[config.mk]
export PLATFORM = sky130hd
export DESIGN_NAME = input_conditioner
export DESIGN_NICKNAME = d
export VERILOG_FILES = /design/src/rtl/game_pkg.sv /design/src/rtl/debounce_channel.sv /design/src/rtl/input_conditioner.sv
export SDC_FILE = /design/constraint.sdc
export NUM_CORES = 1
export LEC_CHECK = 0
export ABC_AREA = 1
export BUFFER_PORTS_ARGS = -buffer_cell sky130_fd_sc_hd__buf_2
export CAP_MARGIN = 0
export CORE_MARGIN = 5
export CORE_UTILIZATION = 44
export DETAILED_ROUTE_END_ITERATION = 10
export SETUP_SLACK_MARGIN = 0.02
export SYNTH_ARGS = -nofsm -noshare
export SYNTH_HDL_FRONTEND = slang
export SYNTH_SLANG_ARGS = --single-unit
export TNS_END_PERCENT = 1
[constraint.sdc]
create_clock -name clock -period 2.56 [get_ports clock]
set_input_delay 0.512 -clock clock [delete_from_list [all_inputs] [get_ports clock]]
set_output_delay 0.512 -clock clock [all_outputs]
set_load 0.01 [all_outputs]
[src/rtl/game_pkg.sv]
// Shared game definitions: action encodings, input channel indices and
// input-conditioner defaults used by the datapath and collision logic.
package game_pkg;

    typedef enum logic [2:0] {
        NO_ACTION = 3'b000,
        ATTACK    = 3'b001,
        UP        = 3'b010,
        DOWN      = 3'b011,
        LEFT      = 3'b100,
        RIGHT     = 3'b101
    } action_e;

    localparam int NUM_CH    = 5;
    localparam int CH_RIGHT  = 0;
    localparam int CH_LEFT   = 1;
    localparam int CH_DOWN   = 2;
    localparam int CH_UP     = 3;
    localparam int CH_ATTACK = 4;

    // 10 ms at 50 MHz; the counter width must hold DEBOUNCE_CYCLES-1
    localparam int DEFAULT_DEBOUNCE_CYCLES = 500000;
    localparam int DEFAULT_CNT_W           = 20;

    // Bit order matches the channel indices: attack is the MSB, right the LSB.
    typedef struct packed {
        logic attack;
        logic up;
        logic down;
        logic left;
        logic right;
    } cmd_t;

    function automatic action_e resolve_direction(input cmd_t raw);
        if (raw.up)    return UP;
        if (raw.down)  return DOWN;
        if (raw.left)  return LEFT;
        if (raw.right) return RIGHT;
        return NO_ACTION;
    endfunction

endpackage

[src/rtl/debounce_channel.sv]
// One conditioned input: two-flop synchronizer, debounce counter, accepted
// level, press-edge pulse and a sticky press flag cleared by sample.
module debounce_channel
    import game_pkg::*;
#(
    parameter int DEBOUNCE_CYCLES = DEFAULT_DEBOUNCE_CYCLES,
    parameter int CNT_W           = DEFAULT_CNT_W
) (
    input  logic clock,
    input  logic reset,
    input  logic din,
    input  logic sample,
    output logic stable,
    output logic raw,
    output logic press
);

    localparam logic [CNT_W-1:0] CNT_LAST = CNT_W'(DEBOUNCE_CYCLES - 1);

    logic             sync_meta;
    logic             sync;
    logic [CNT_W-1:0] cnt;
    logic             sticky;
    logic             differs;
    logic             accept;
    logic             stable_next;
    logic             rise;

    assign differs     = sync ^ stable;
    assign accept      = differs && (cnt == CNT_LAST);
    assign stable_next = accept ? sync : stable;
    assign rise        = stable_next & ~stable;
    // A press edge landing on the sample edge is folded in through stable_next.
    assign raw         = stable_next | sticky;

    // NOTE: sequential state uses non-blocking assignments so every flop
    // samples the pre-edge value of its neighbours, as the hardware does.
    always_ff @(posedge clock or negedge reset) begin
        if (!reset) begin
            sync_meta <= 1'b0;
            sync      <= 1'b0;
        end else begin
            sync_meta <= din;
            sync      <= sync_meta;
        end
    end

    always_ff @(posedge clock or negedge reset) begin
        if (!reset) begin
            cnt    <= '0;
            stable <= 1'b0;
            press  <= 1'b0;
            sticky <= 1'b0;
        end else begin
            if (!differs || accept) begin
                cnt <= '0;
            end else begin
                cnt <= cnt + CNT_W'(1);
            end
            stable <= stable_next;
            press  <= rise;
            // Sample wins over a coincident edge: that edge is already in raw.
            if (sample) begin
                sticky <= 1'b0;
            end else if (rise) begin
                sticky <= 1'b1;
            end
        end
    end

endmodule

[src/rtl/input_conditioner.sv]
// Board-input front end: five debounced channels feeding a per-frame sample
// register with up > down > left > right direction priority.
module input_conditioner
    import game_pkg::*;
#(
    parameter int DEBOUNCE_CYCLES = DEFAULT_DEBOUNCE_CYCLES,
    parameter int CNT_W           = DEFAULT_CNT_W
) (
    input  logic        clock,
    input  logic        reset,
    input  logic [3:0]  key_n,
    input  logic        sw_attack,
    input  logic        sample,
    output logic        c_attack,
    output logic        c_up,
    output logic        c_down,
    output logic        c_left,
    output logic        c_right,
    output logic [4:0]  press_pulse,
    output logic        any_active
);

    logic [NUM_CH-1:0] din_vec;
    logic [NUM_CH-1:0] stable_vec;
    logic [NUM_CH-1:0] raw_vec;
    logic [NUM_CH-1:0] press_vec;
    cmd_t              raw;
    action_e           dir;

    // Keys are active-low on the board; everything downstream is active-high.
    assign din_vec = {sw_attack, ~key_n};

    for (genvar i = 0; i < NUM_CH; i++) begin : g_ch
        debounce_channel #(
            .DEBOUNCE_CYCLES (DEBOUNCE_CYCLES),
            .CNT_W           (CNT_W)
        ) u_ch (
            .clock  (clock),
            .reset  (reset),
            .din    (din_vec[i]),
            .sample (sample),
            .stable (stable_vec[i]),
            .raw    (raw_vec[i]),
            .press  (press_vec[i])
        );
    end

    assign raw         = cmd_t'(raw_vec);
    assign dir         = resolve_direction(raw);
    assign press_pulse = press_vec;
    assign any_active  = |stable_vec;

    always_ff @(posedge clock or negedge reset) begin
        if (!reset) begin
            c_attack <= 1'b0;
            c_up     <= 1'b0;
            c_down   <= 1'b0;
            c_left   <= 1'b0;
            c_right  <= 1'b0;
        end else if (sample) begin
            c_attack <= raw.attack;
            c_up     <= (dir == UP);
            c_down   <= (dir == DOWN);
            c_left   <= (dir == LEFT);
            c_right  <= (dir == RIGHT);
        end
    end

endmodule

After elaboration in Yosys (flattened, before gate mapping)
Cells that the tools add are included.

Bits in registers: 130. Bits of input ports: 8. Output and inout port bits: 11. Logic and storage cells: 129.

$add $sub $neg: 5. Eq/ne operators: 9. Muxes and demuxes: 38. Bitwise operators: 21. Reduce and logical (&&, ||, !) cells: 21.

Operators by type and width (number): adder 20 x 1 -> 20 bit (second input constant) (5); == test 20 x 19 -> 1 bit (second input constant) (5); 2-to-1 mux 20 bit (5); 2-to-1 mux 1 bit (25); 2-to-1 mux 3 bit (8); nonzero test 2 bit (5); == test 3 x 2 -> 1 bit (second input constant) (2); == test 3 bit (second input constant) (2); bitwise AND 1 bit (5); logical AND 1 bit (5); zero test 1 bit (5); logical OR 1 bit (5); NOT 1 bit (5); OR 1 bit (5); OR reduction 5 bit (1); XOR 1 bit (5); NOT 4 bit (1).

Logic depth before layout (Yosys ltp)
Word-level depth: 16. Mapped depth: 12.

Modules after synthesis
From an unflattened synthesis, not the netlist that was laid out.

Cell total of the unflattened synthesis: 902. Area total of the unflattened synthesis: 7033.0 um2.

By module, submodules not included: debounce_channel (times used 5, cells an instance 174, area each 1357.6 um2); input_conditioner (times used 1, cells an instance 32, area each 245.2 um2).

Worst setup path after synthesis
Ideal clock, no wire load.

Path type: reg-to-reg. Start point: register g_ch[1].u_ch.cnt[0]. End point: register g_ch[1].u_ch.cnt[12]. Data arrival time: 1.390 ns. Path slack: 1.050 ns. Cell stages (with the launch flop): 10. Path buffers: 0. Period minus slack after synthesis: 1.510 ns. Cells stage by stage: dfrtp_1 -> ha_1 -> nand2_1 -> nor2_4 -> nand2_2 -> inv_2 -> nand2_2 -> nor2_2 -> or2_2 -> and3_1.

Cells in the longest elaborated chain, start to end: 4. Elaborated cells between the ends (all ways): 5. Those cells by class: add/sub: 1; eq/ne: 1; mux: 1; reduce/logical: 2.

Ends and longest elaborated chain: from (decl) (line debounce_channel.sv:22) `logic [CNT_W-1:0] cnt;`; from (signal assigned) (line debounce_channel.sv:58) `cnt <= cnt + CNT_W'(1);`; branches (longest 3 deep; another with adder 20 x 1 -> 20 bit); 2-to-1 mux 20 bit * (line debounce_channel.sv:55) `if (!differs || accept) begin`.

Every way passes the cells marked *. A chain may end at the register's enable or synchronous reset.

Worst setup path after layout
Start point: register g_ch[4].u_ch.stable. End point: output any_active.

Cells in the longest elaborated chain, start to end: 1.

Ends and longest elaborated chain: from (decl) (line debounce_channel.sv:13) `output logic stable,`; from (signal assigned) (line debounce_channel.sv:60) `stable <= stable_next;`; OR reduction 5 bit (line input_conditioner.sv:51) `assign any_active = |stable_vec;`; to (decl) (line input_conditioner.sv:20) `output logic any_active`.

No other way between the ends.

==> impl_metrics.py <==
metrics = {
    "status": {
        "outcome": "finished, final reports clean",
    },
    "synthesis": {
        "syn-instance-count": 793,
        "syn-num-nets": 806,
        "netlist_area_um2": 6550,
        "yosysMostFrequentCell": "nor2_1",
        "ys_ff_latch": 130,
        "yosys_warnings": 0,
        "yosys.area.top_type": "dfrtp_1",
        "synth-edff-count": 0,
        "ys.flop_type": "dfrtp_1",
        "ys_seq_area_frac": 0.496,
        "synthDistinctLibCells": 40,
        "synth_area_per_cell_um2": 8.26,
        "synth.top_cells.by_count": "nor2_1 (143), dfrtp_1 (130), nand2_1 (119)",
        "ys_async_sr_fraction": 1.00,
        "synth.area.top_cells": "dfrtp_1 (50%), nor2_1 (8.2%), nand2_1 (6.8%)",
        "synth_top_area_frac": 0.496,
    },
    "timing": {
        "worst_pin_slew_ns": 0.507,
        "max_freq_mhz": 547,
        "final-setup-viol-count": 0,
        "slew_violations": 0,
        "slew_headroom": 0.662,
        "hold_viol": 0,
        "rsz0062_at_grt": "no",
        "skew_ns": 0.00630,
        "finalWorstSetupSlack_ns": 0.732,
        "period_minus_slack_ns": 1.83,
        "setup_tns_ns": 0,
        "min_period_over_period": 0.714,
    },
    "pwr": {
        "vdd_ir_drop_max_mv": 0.463,
        "leakage_nw": 3.50,
        "power_per_cell_area_nw_per_um2": 650,
    },
    "global_routing": {
        "grtUsageTotal": 0.163,
        "grt-ovfl-total": 0,
        "grt_pass1_wl_um": 23500,
        "grt_antenna_before_repair": 0,
        "grt_max_degree": 56,
        "grt_pass1_vias": 5027,
    },
    "drt": {
        "vias": 5090,
        "drt_iter0_markers": 333,
        "ant_nets": 0,
        "drc_errors": 0,
        "via_per_inst": 4.99,
        "dr.pass1.iters": 4,
        "wire_per_inst_um": 12.8,
        "finalWirelength_um": 13000,
    },
    "worst_setup_path": {
        "rr_worst_depth": 8,
        "regToRegStartpoint": "g_ch[1].u_ch.cnt[0]$_DFF_PN0_",
        "startpoint": "g_ch[4].u_ch.stable$_DFF_PN0_",
        "crit_end": "any_active",
        "rr_endpoint": "g_ch[1].u_ch.cnt[17]$_DFF_PN0_",
        "required_ns": 2.05,
        "cp-end-kind": "output pin",
        "start_kind": "flip-flop",
        "worstPathMaxFanout": 5,
        "worstPathArrival_ns": 1.32,
        "path_class": "reg -> out",
        "r2r_slack_ns": 0.73,
    },
    "floorplanning": {
        "start_util": 0.449,
        "die_w_um": 132,
        "rows": 44,
        "core_um2": 14600,
        "ioPinCount": 19,
        "die_area_um2": 17400,
        "fp.dieH_um": 132,
    },
    "placed_design": {
        "hpwl_um": 9510,
        "gp_congestion": 0.860,
        "place_ws_ns": 0.750,
        "placed_cells_incl_taps": 989,
        "port_buffers": 18,
    },
    "layout": {
        "area_growth_pct": 14.4,
        "fin_cells": 1020,
        "fin_nets": 837,
        "fin_util": 0.514,
        "diodes": 0,
        "drive_gt1_frac": 0.128,
    },
    "clock_network": {
        "htreeDepth": 4,
        "clk_path_buf_depth": 2,
        "cts_setup_buffers": 0,
        "clk_pin_slew_ns": 0.06,
        "ctsHoldBuffers": 0,
        "clkSinkCount": 130,
        "cts_root_buf": "clkbuf_16",
        "clk-insertion-delay-late_ns": 0.41,
        "cts_resized": 0,
        "numCtsBuffers": 17,
        "cts_tree": "built",
    },
    "flow_run": {
        "drv_cap": 0,
    },
    "min_path": {
        "min_path_type": "in -> async",
    },
}
-- worst min path at each step --
stage	depth (start not counted)	end
floorplan	0	c_attack$_DFFE_PN0P_
CTS	1	g_ch[4].u_ch.cnt[19]$_DFF_PN0_
detailed placement	0	g_ch[3].u_ch.sync$_DFF_PN0_
finish	1	g_ch[4].u_ch.cnt[19]$_DFF_PN0_
global route	1	g_ch[4].u_ch.cnt[15]$_DFF_PN0_
global placement	0	g_ch[3].u_ch.sync$_DFF_PN0_
-- worst max-delay path, cell delays in order, from the launching register on --
cell     delay, ns
dfrtp_1       0.41
nor3_1        0.24
nand3_1       0.09
buf_2         0.16
-- layout make-up --
type | instances | area [µm²]
clock buffer | 21 | 460
clock inverter | 10 | 181
fill | 1360 | 7100
inverter | 113 | 424
multi-input combinational | 538 | 2790
sequential | 130 | 3250
tap | 184 | 230
timing repair buffer | 24 | 154
-- cell families (layout without fill, tap and decap cells) --
family | Yosys count | count (layout) | share of synthesized area
AOI/OAI and AO/OA | 70 | 70 | 0.0605
xor gates and xnor gates | 23 | 23 | 0.0307
adders and majority gates | 5 | 5 | 0.00955
buffers and inverters | 125 | 168 | 0.0777
DFF | 130 | 130 | 0.496
and+or+nand+nor | 440 | 440 | 0.325
-- stage by stage --
stage                     instance area [µm²]  hold slack, ns  power (mW)
final                                    7490          0.0497        4.87
after global routing                     7490          0.0854        5.07
after CTS                                7490          0.0631        4.95
after detailed placement                 6850           0.336        2.29
after global placement                   6850           0.336        2.28
after floorplan                          6550           0.216        2.21
-- state kept, by name, indices dropped and copies added (netlist names) --
register,flops
g_ch.u_ch.stable,5
c_right,1
g_ch.u_ch.sticky,5
c_up,1
g_ch.u_ch.cnt,100
c_down,1
c_attack,1
c_left,1
g_ch.u_ch.press,5
g_ch.u_ch.sync,5
g_ch.u_ch.sync_meta,5
-- placed cells by master, fill, tap and decap left out, types with 3 or more instances in the layout --
| cell type | instances |
|---|---|
| a21oi_1 | 32 |
| a31oi_1 | 5 |
| buf_2 | 17 |
| buf_4 | 5 |
| bufinv_16 | 5 |
| clkbuf_16 | 17 |
| clkinv_2 | 3 |
| dfrtp_1 | 130 |
| ha_1 | 5 |
| inv_1 | 109 |
| inv_2 | 4 |
| nand2_1 | 119 |
| nand2_2 | 13 |
| nand3_1 | 45 |
| nand3_2 | 7 |
| nand4_1 | 17 |
| nor2_1 | 143 |
| nor2_2 | 11 |
| nor2_4 | 6 |
| nor3_1 | 47 |
| nor3_2 | 5 |
| nor3b_1 | 13 |
| o21a_1 | 5 |
| o21ai_0 | 15 |
| o21ai_1 | 3 |
| o21bai_1 | 4 |
| xnor2_1 | 5 |
| xor2_1 | 18 |
-- report_power, final --
part	switching (mW)	leakage, nW	internal, mW	total [mW]
logic	0.0984	1.41	0.0392	0.138
registers	0.0218	1.78	2.09	2.11
clock network	0.854	0.313	1.77	2.62
total	0.974	3.50	3.89	4.87
-- layer usage --
metal	up-vias	wire, µm	track usage
met4	0	109	0.0469
met5	-	0	0
met1	2401	6360	0.223
met3	7	464	0.0450
met2	69	6110	0.254
li1	2613	-	-
Note: power is estimated with default switching activity, not from simulation.
